## src/rtl/hc595_frame_rx.sv

```systemverilog
// hc595_frame_rx: receive end of the 74HC595 serial display link.
// Oversamples shcp/stcp/ds on clk, rebuilds each latched {sel,seg} frame,
// decodes the active-low segment pattern back to a hex value and keeps a
// per-digit shadow of what the display is showing.
//
// Ports:
//   clk, rst_n            system clock, async active-low reset
//   shcp, stcp, ds        raw link lines (asynchronous to clk)
//   frame_data            last latched frame {sel,seg}
//   frame_valid           1-cycle pulse when frame_data updates
//   len_err               1-cycle pulse: latch with bit count != frame width
//   sel_err               1-cycle pulse: sel not exactly one bit low
//   code_err              1-cycle pulse: seg pattern neither in table nor blank
//   digit_val             decoded hex per digit, digit i at [4i+3:4i]
//   digit_dp              dp per digit (1 = lit)
//   digit_on              1 = digit holds a valid decoded value
module hc595_frame_rx #(
  parameter int SEL_BITS    = 6,
  parameter int SEG_BITS    = 8,
  parameter int SYNC_STAGES = 2
) (
  input  logic                         clk,
  input  logic                         rst_n,
  input  logic                         shcp,
  input  logic                         stcp,
  input  logic                         ds,
  output logic [SEL_BITS+SEG_BITS-1:0] frame_data,
  output logic                         frame_valid,
  output logic                         len_err,
  output logic                         sel_err,
  output logic                         code_err,
  output logic [4*SEL_BITS-1:0]        digit_val,
  output logic [SEL_BITS-1:0]          digit_dp,
  output logic [SEL_BITS-1:0]          digit_on
);

  localparam int N  = SEL_BITS + SEG_BITS;
  localparam int CW = $clog2(N + 2);
  localparam int ZW = $clog2(SEL_BITS + 1);
  localparam int IW = (SEL_BITS > 1) ? $clog2(SEL_BITS) : 1;
  localparam logic [CW-1:0] CNT_FULL = CW'(N);
  localparam logic [CW-1:0] CNT_SAT  = CW'(N + 1);

  logic [SYNC_STAGES-1:0] shcp_sync, stcp_sync, ds_sync;
  logic                   shcp_hist, stcp_hist;
  logic                   shcp_rise, stcp_rise, ds_bit;
  logic [N-1:0]           shift_reg;
  logic [CW-1:0]          bit_cnt;

  // Synchronizers plus one history flop per clock line.
  always_ff @(posedge clk or negedge rst_n) begin
    if (!rst_n) begin
      shcp_sync <= '0;
      stcp_sync <= '0;
      ds_sync   <= '0;
      shcp_hist <= 1'b0;
      stcp_hist <= 1'b0;
    end else begin
      shcp_sync <= {shcp_sync[SYNC_STAGES-2:0], shcp};
      stcp_sync <= {stcp_sync[SYNC_STAGES-2:0], stcp};
      ds_sync   <= {ds_sync[SYNC_STAGES-2:0], ds};
      shcp_hist <= shcp_sync[SYNC_STAGES-1];
      stcp_hist <= stcp_sync[SYNC_STAGES-1];
    end
  end

  // ds comes from the same stage as shcp so data and clock stay aligned.
  assign shcp_rise = shcp_sync[SYNC_STAGES-1] & ~shcp_hist;
  assign stcp_rise = stcp_sync[SYNC_STAGES-1] & ~stcp_hist;
  assign ds_bit    = ds_sync[SYNC_STAGES-1];

  // Shift/latch. On a coincident shcp+stcp edge the latch sees the pre-shift
  // register (like the real 74HC595) and the shifted bit starts the next frame.
  always_ff @(posedge clk or negedge rst_n) begin
    if (!rst_n) begin
      shift_reg   <= '0;
      bit_cnt     <= '0;
      frame_data  <= '0;
      frame_valid <= 1'b0;
      len_err     <= 1'b0;
    end else begin
      frame_valid <= 1'b0;
      len_err     <= 1'b0;
      if (shcp_rise) begin
        shift_reg <= {shift_reg[N-2:0], ds_bit};
      end
      if (stcp_rise) begin
        frame_data  <= shift_reg;
        frame_valid <= 1'b1;
        len_err     <= (bit_cnt != CNT_FULL);
        bit_cnt     <= shcp_rise ? CW'(1) : '0;
      end else if (shcp_rise && bit_cnt != CNT_SAT) begin
        bit_cnt <= bit_cnt + CW'(1);
      end
    end
  end

  // Returns {hit, code}; dp is masked off before lookup.
  function automatic logic [4:0] seg_decode(input logic [6:0] p);
    case (p)
      7'h40:   seg_decode = {1'b1, 4'h0};
      7'h79:   seg_decode = {1'b1, 4'h1};
      7'h24:   seg_decode = {1'b1, 4'h2};
      7'h30:   seg_decode = {1'b1, 4'h3};
      7'h19:   seg_decode = {1'b1, 4'h4};
      7'h12:   seg_decode = {1'b1, 4'h5};
      7'h02:   seg_decode = {1'b1, 4'h6};
      7'h78:   seg_decode = {1'b1, 4'h7};
      7'h00:   seg_decode = {1'b1, 4'h8};
      7'h10:   seg_decode = {1'b1, 4'h9};
      7'h08:   seg_decode = {1'b1, 4'hA};
      7'h03:   seg_decode = {1'b1, 4'hB};
      7'h46:   seg_decode = {1'b1, 4'hC};
      7'h21:   seg_decode = {1'b1, 4'hD};
      7'h06:   seg_decode = {1'b1, 4'hE};
      7'h0E:   seg_decode = {1'b1, 4'hF};
      default: seg_decode = 5'b0_0000;
    endcase
  endfunction

  logic [SEL_BITS-1:0] dec_sel;
  logic [SEG_BITS-1:0] dec_seg;
  logic [ZW-1:0]       sel_zeros;
  logic [IW-1:0]       sel_idx;
  logic [4:0]          dec_res;

  assign dec_sel = frame_data[N-1:SEG_BITS];
  assign dec_seg = frame_data[SEG_BITS-1:0];
  assign dec_res = seg_decode(dec_seg[6:0]);

  always_comb begin
    sel_zeros = '0;
    sel_idx   = '0;
    for (int i = 0; i < SEL_BITS; i++) begin
      if (!dec_sel[i]) begin
        sel_zeros = sel_zeros + ZW'(1);
        sel_idx   = IW'(i);
      end
    end
  end

  // frame_data is stable while frame_valid is high, so decoding on that
  // cycle handles back-to-back latches in order without a queue.
  always_ff @(posedge clk or negedge rst_n) begin
    if (!rst_n) begin
      sel_err   <= 1'b0;
      code_err  <= 1'b0;
      digit_val <= '0;
      digit_dp  <= '0;
      digit_on  <= '0;
    end else begin
      sel_err  <= 1'b0;
      code_err <= 1'b0;
      if (frame_valid) begin
        if (sel_zeros != ZW'(1)) begin
          sel_err <= 1'b1;
        end else if (dec_seg[6:0] == 7'h7F) begin
          digit_on[sel_idx] <= 1'b0;
        end else if (dec_res[4]) begin
          digit_val[int'(sel_idx)*4 +: 4] <= dec_res[3:0];
          digit_on[sel_idx]               <= 1'b1;
          digit_dp[sel_idx]               <= ~dec_seg[7];
        end else begin
          code_err <= 1'b1;
        end
      end
    end
  end

endmodule
```

## config.mk

```make
export PLATFORM = sky130hd
export DESIGN_NAME = hc595_frame_rx
export DESIGN_NICKNAME = d
export VERILOG_FILES = /design/src/rtl/hc595_frame_rx.sv
export SDC_FILE = /design/constraint.sdc
export NUM_CORES = 1
export LEC_CHECK = 0
export BUFFER_PORTS_ARGS = -buffer_cell sky130_fd_sc_hd__buf_4
export CAP_MARGIN = 20
export CELL_PAD_IN_SITES_DETAIL_PLACEMENT = 1
export CELL_PAD_IN_SITES_GLOBAL_PLACEMENT = 2
export CORE_MARGIN = 2
export CORE_UTILIZATION = 34
export DETAILED_ROUTE_END_ITERATION = 12
export PLACE_DENSITY_LB_ADDON = 0.1
export RECOVER_POWER = 100
export SLEW_MARGIN = 40
export SYNTH_ARGS = -nofsm -noshare
export SYNTH_HDL_FRONTEND = slang
export SYNTH_SLANG_ARGS = --single-unit
```

## constraint.sdc

```tcl
create_clock -name clk -period 4.1 [get_ports clk]
set_clock_uncertainty 0.1 [all_clocks]
set_input_delay 0.82 -clock clk [delete_from_list [all_inputs] [get_ports clk]]
set_output_delay 0.82 -clock clk [all_outputs]
set_load 0.01 [all_outputs]
```

==> flow_metrics.env, run 1 <==
export IMPL_outcome="finished with violations"
export IMPL_violations="capacitance limit, slew limit, setup timing"
export IMPL_dpl_cell_area_sq_um=4524
export IMPL_synth_area_leaders="dfrtp_1 52%, mux2_2 9.6%, ha_1 3.2%"
export IMPL_yosysSeqAreaShare=0.5180
export IMPL_ant_nets=0
export IMPL_finalCoreUtilization=0.4499
export IMPL_cp_start_kind="flip-flop"
export IMPL_grt_pass1_vias=2863
export IMPL_rsz0062_at_grt="true"
export IMPL_nets=421
export IMPL_ir_drop_v=0.0005651
export IMPL_cts_buffers=9
export IMPL_final_area_sq_um=4941
export IMPL_cts_sinks=80
export IMPL_cts_tree="yes"
export IMPL_p_per_area_nw_per_um2=887.1
export IMPL_crit_end="digit_val[5]"
export IMPL_min_period_ns=4.199
export IMPL_leakage_nw=2.250
export IMPL_synth_distinct_cells=58
export IMPL_die_area_sq_um=12240
export IMPL_syn_nets=335
export IMPL_worstRegToRegCells=19
export IMPL_netSwitchingFraction=0.3776
export IMPL_seqPwrFrac=0.274
export IMPL_path_class="flip-flop to flip-flop"
export IMPL_firstDrtPassIters=4
export IMPL_holdWs_ns=0.2480
export IMPL_core_area_sq_um=10980
export IMPL_grt_pass1_wl_mm=15.32
export IMPL_required_ns=4.22
export IMPL_gp_congestion=0.7350
export IMPL_p_clk_frac=0.172
export IMPL_finalCritPeriodShare=1.024
export IMPL_cts_root_buf="clkbuf_16"
export IMPL_final_layout_size_suffix_gt1_frac=0.3406
export IMPL_synth_seq_cells=80
export IMPL_postSynthCellCount=320
export IMPL_finalSetupViolCount=4
export IMPL_synth_ff_type="dfrtp_1"
export IMPL_grt_max_degree=81
export IMPL_synth_async_reset_ratio=1.000
export IMPL_syn_cell_area_sq_um=3865
export IMPL_reg2reg_to="digit_val[5]"
export IMPL_relSlewSlack=-0.3321
export IMPL_fill_cells=1181
export IMPL_insertedDiodeCount=0
export IMPL_die_h_microns=110.6
export IMPL_drc=0
export IMPL_yosysTopAreaCell="dfrtp_1"
export IMPL_instances_no_fill=551
export IMPL_clock_latency_ns=0.34
export IMPL_worstSetupStartpoint="frame_data[9]"
export IMPL_largest_reg_flops=24
export IMPL_regToRegSetupSlack_ns=-0.1
export IMPL_setup_slack_ns=-0.09863
export IMPL_end_kind="flip-flop"
export IMPL_rows=38
export IMPL_io_pins=59
export IMPL_netlist_area_leader_share=0.5180
export IMPL_area_growth_pct=27.84
export IMPL_synth_most_common_cell="dfrtp_1"
export IMPL_register_area_sq_um=2002
export IMPL_r2r_start="frame_data[9]"
export IMPL_grt_overflow=0
export IMPL_tightest_slew_ns=1.998
export IMPL_totalWireLength_mm=9.370
export IMPL_synth_edf_count=0
export IMPL_maxSlewViolCount=81
export IMPL_track_usage=0.1574
export IMPL_timing_fmax_ghz=0.2382
export IMPL_hpwl_mm=5.986
export IMPL_dp_cells=516
export IMPL_internal_power_mw=2.728
export IMPL_comb_power_share=0.554
export IMPL_drt_iter0_drc=65
export IMPL_initial_utilization=0.3519
export IMPL_synth_common_cells="80 x dfrtp_1, 33 x mux2_2, 17 x nand2_1"
export IMPL_final_hold_violation_count=0
export IMPL_antenna_found_initial=0
export IMPL_viasPerCell=5.076
export IMPL_arrival_ns=4.32
export IMPL_yosys_warnings=0
export IMPL_route_vias_total=2797
export IMPL_multi_input_area_sq_um=1858
export IMPL_h_tree_depth=3
export IMPL_portBuffers=58
export IMPL_wire_per_inst_microns=17.01
export IMPL_max_cap_violations=1
export IMPL_die_w_microns=110.6
export IMPL_cts_buffer_depth=2
export IMPL_path_clk_slew_ns=0.07
export IMPL_synth_avg_cell_area_sq_um=12.08
export IMPL_worstPathMaxFanout=4
export IMPL_power_switching_mw=1.655
export IMPL_hp_class="flip-flop to flip-flop"
per-layer routing:
metal  GRT usage  vias up  routed length [microns]
met5           0        -                        0
met4     0.05167        0                      139
met3     0.04336       14                      317
met2      0.2540       46                     4528
met1      0.2051     1418                     4385
li1            -     1319                        -
power groups by stage:
stage,Combinational [mW],Sequential [mW],Clock (mW)
after floorplan,1.09,1.09,0
after global placement,1.55,1.20,0
final,2.43,1.20,0.756
after CTS,2.10,1.20,0.791
after global routing,2.64,1.24,0.820
after detailed placement,1.61,1.21,0
kinds of logic (layout without fill, tap and decap cells):
kind of cell	count (synthesis)	in the layout	share of synthesized area
AO/OA/AOI/OAI	42	42	0.08029
adder cells (fa/ha/maj)	10	10	0.03237
buffers and inverters	32	123	0.03399
AND/OR/NAND/NOR	92	92	0.1408
flip-flops	80	80	0.5180
XOR/XNOR	8	8	0.02590
multiplexers	56	56	0.1687
worst min path at each step:
stage                           from    endpoint  slack, ns  depth (start not counted)
after floorplan           ds_sync[0]  ds_sync[1]       0.23                          0
after global placement    ds_sync[0]  ds_sync[1]       0.23                          0
after detailed placement  ds_sync[0]  ds_sync[1]       0.24                          0
after CTS                 ds_sync[0]  ds_sync[1]       0.25                          0
after global routing      ds_sync[0]  ds_sync[1]       0.26                          0
final                     ds_sync[0]  ds_sync[1]       0.25                          0
final cells by class:
class | count | area share
multi-input combinational | 208 | 0.3760
clock buffer | 9 | 0.04558
sequential | 80 | 0.4052
tap | 140 | 0.03545
inverter | 15 | 0.01140
clock inverter | 7 | 0.01114
timing repair buffer | 92 | 0.1152
repair_timing:
item,in CTS,in global routing
hold endpoints to repair,0,0
buffers inserted,11,8
endpoints found under the setup margin,18,35
pin swaps,8,12
resized for setup,11,20
hold buffers,0,0
critical path: stages, from the launching register on:
cell       delay [ns]
dfrtp_1          0.37
buf_4            0.13
ha_4             0.12
inv_2            0.03
mux2i_2          0.17
inv_1            0.08
ha_1             0.29
nor2b_4          0.13
a21o_1           0.18
ha_1             0.26
mux2i_1          0.17
o21ai_1          0.13
ha_2             0.19
nor2b_4          0.12
xnor2_2          0.15
xnor2_2          0.21
o2111ai_4        0.19
buf_6            0.16
or4_4            0.58
mux2_4           0.32
through the flow:
step	TNS (ns)	total power, mW	setup slack (ns)
floorplan	0	2.184	0.001465
global placement	-0.09309	2.751	-0.02358
detailed placement	-1.965	2.818	-0.1838
CTS	0	4.084	0.01320
global route	-4.140	4.701	-0.2738
finish	-0.3681	4.383	-0.09863
cells in the final DEF (no fill, tap or decap), types with 4 or more instances in the layout:
master / n
nor2_1: 12
nand2_1: 16
nand3_1: 6
a21oi_1: 4
dfrtp_1: 80
and3_1: 4
mux2_4: 12
buf_4: 42
mux2_1: 4
mux2i_1: 6
nor3_1: 7
buf_6: 5
clkbuf_1: 40
nand3b_1: 4
nor2b_1: 6
mux2_2: 33
o21ai_0: 7
inv_1: 13
ha_1: 7
nand2b_1: 10
clkbuf_16: 9
Power figures use the tool's default switching activity.
==> inputs of run 2 (changes only) <==
--- a/config.mk
+++ b/config.mk
@@ -5,7 +5,7 @@
 export SDC_FILE = /design/constraint.sdc
 export NUM_CORES = 1
 export LEC_CHECK = 0
-export BUFFER_PORTS_ARGS = -buffer_cell sky130_fd_sc_hd__buf_4
+export BUFFER_PORTS_ARGS = -buffer_cell sky130_fd_sc_hd__buf_2
 export CAP_MARGIN = 20
 export CELL_PAD_IN_SITES_DETAIL_PLACEMENT = 1
 export CELL_PAD_IN_SITES_GLOBAL_PLACEMENT = 2
==> run 2 against run 1 <==
Against the previous run:
- the flow finishes with violations (capacitance limit, slew limit)
- final area down 2.9%
- fmax grew 4.0%
- wire length fell by 2.3%
- via count decreased by 1.2%
- count of clock-buffer cells in the layout grew 1
- first-iteration DRC count grew 54%
- utilization down 1.3 points
- sequential power hardly changed
- critical path depth down 1
- flip-flop and latch count is the same
- combinational power fell by 15%
- critical path type unchanged
==> flow_metrics.env, run 2 (same netlist as run 1, synthesis figures left out) <==
export IMPL_leakage_nw=2.197
export IMPL_viasPerCell=5.088
export IMPL_portBuffers=58
export IMPL_p_per_area_nw_per_um2=849.4
export IMPL_insertedDiodeCount=0
export IMPL_wire_per_inst_microns=16.85
export IMPL_max_cap_violations=1
export IMPL_dpl_cell_area_sq_um=4389
export IMPL_comb_power_share=0.509
export IMPL_min_period_ns=4.038
export IMPL_violations="capacitance limit, slew limit"
export IMPL_io_pins=59
export IMPL_cts_buffers=9
export IMPL_grt_pass1_wl_mm=15.21
export IMPL_end_kind="flip-flop"
export IMPL_netSwitchingFraction=0.3753
export IMPL_mostFrequentLayoutCells="80 x dfrtp_1, 41 x clkbuf_1, 33 x mux2_2"
export IMPL_timing_fmax_ghz=0.2476
export IMPL_final_layout_size_suffix_gt1_frac=0.3102
export IMPL_route_vias_total=2763
export IMPL_antenna_found_initial=0
export IMPL_layout_commonest_cell="dfrtp_1"
export IMPL_seqPwrFrac=0.293
export IMPL_relSlewSlack=-0.3022
export IMPL_grt_pass1_vias=2880
export IMPL_rows=38
export IMPL_holdWs_ns=0.2481
export IMPL_arrival_ns=4.16
export IMPL_path_class="flip-flop to flip-flop"
export IMPL_ant_nets=0
export IMPL_h_tree_depth=3
export IMPL_drc=0
export IMPL_core_area_sq_um=10980
export IMPL_nets=413
export IMPL_cts_buffer_depth=2
export IMPL_final_hold_violation_count=0
export IMPL_path_clk_slew_ns=0.07
export IMPL_ir_drop_v=0.0004513
export IMPL_finalSetupViolCount=0
export IMPL_firstDrtPassIters=4
export IMPL_maxSlewViolCount=81
export IMPL_final_area_sq_um=4797
export IMPL_tightest_slew_ns=1.953
export IMPL_initial_utilization=0.3519
export IMPL_grt_overflow=0
export IMPL_area_growth_pct=24.12
export IMPL_largest_reg_flops=24
export IMPL_cts_tree="yes"
export IMPL_grt_max_degree=81
export IMPL_die_w_microns=110.6
export IMPL_totalWireLength_mm=9.152
export IMPL_die_area_sq_um=12240
export IMPL_track_usage=0.1530
export IMPL_gp_congestion=0.7195
export IMPL_drt_iter0_drc=100
export IMPL_clock_latency_ns=0.33
export IMPL_die_h_microns=110.6
export IMPL_required_ns=4.22
export IMPL_hpwl_mm=6.040
export IMPL_cts_root_buf="clkbuf_16"
export IMPL_rsz0062_at_grt="true"
export IMPL_power_switching_mw=1.529
export IMPL_cts_sinks=80
export IMPL_hp_class="flip-flop to flip-flop"
export IMPL_cp_start_kind="flip-flop"
export IMPL_worstPathMaxFanout=4
export IMPL_p_clk_frac=0.199
export IMPL_finalCritPeriodShare=0.9850
export IMPL_outcome="finished with violations"
export IMPL_internal_power_mw=2.545
## run 2: critical path, stage by stage, from the launching register on
cell	delay, ns
dfrtp_1	0.40
buf_6	0.13
ha_4	0.12
inv_2	0.03
mux2i_2	0.19
inv_2	0.09
ha_4	0.22
nor2b_4	0.12
a21o_1	0.17
ha_1	0.28
mux2i_1	0.18
o21ai_1	0.10
ha_2	0.17
nor2b_4	0.12
xnor2_2	0.19
xnor2_2	0.15
o2111ai_2	0.19
or4b_4	0.64
mux2_4	0.32
## run 2: what timing repair did
action,4_1_cts,5_1_grt
buffers inserted,9,2
pin swaps,8,8
resized for setup,12,9
hold buffers,0,0
setup endpoints to repair,21,32
## run 2: routing by layer
layer | GRT usage | up-vias | wire length [microns]
met5 | 0 | - | 0
met4 | 0.03750 | 0 | 78
met3 | 0.03952 | 7 | 318
met2 | 0.2515 | 44 | 4499
met1 | 0.2023 | 1404 | 4254
li1 | - | 1308 | -
## run 2: final cells by class
class	count	area, sq um
clock buffer	10	229.0
clock inverter	6	67.56
fill	1216	6186
inverter	15	56.30
multi-input combinational	208	1827
sequential	80	2002
tap	140	175.2
timing repair buffer	84	440.4
## run 2: final timing paths
kind | to | cells after the start | from | slack, ns
min in group asynchronous | async pin | 1 | rst_n | 0.94
worst min-delay path | shcp_sync[1] | 0 | shcp_sync[0] | 0.25
worst max-delay path | digit_val[9] | 18 | frame_data[9] | 0.06
worst max register to register | digit_val[9] | 18 | frame_data[9] | 0.06
worst min register to register | shcp_sync[1] | 0 | shcp_sync[0] | 0.25
max in group asynchronous | shift_reg[6] | 1 | rst_n | 1.81
## run 2: metrics by stage
step	setup slack, ns	setup TNS (ns)	std cells	util	power [mW]
finish	0.06159	0	543	0.4368	4.074
global route	-0.07764	-0.4997	543	0.4368	4.352
CTS	0.009010	0	542	0.4378	3.936
detailed placement	-0.2507	-3.028	517	0.3996	2.788
global placement	-0.01772	-0.06876	517	0.3986	2.723
floorplan	0.001465	0	320	-	2.184
## run 2: power groups by stage
stage	Clock (mW)	Sequential, mW	Combinational (mW)
6_report	0.809	1.19	2.07
5_1_grt	0.873	1.23	2.25
4_1_cts	0.833	1.19	1.91
3_5_place_dp	0	1.20	1.59
3_3_place_gp	0	1.19	1.53
2_1_floorplan	0	1.09	1.09
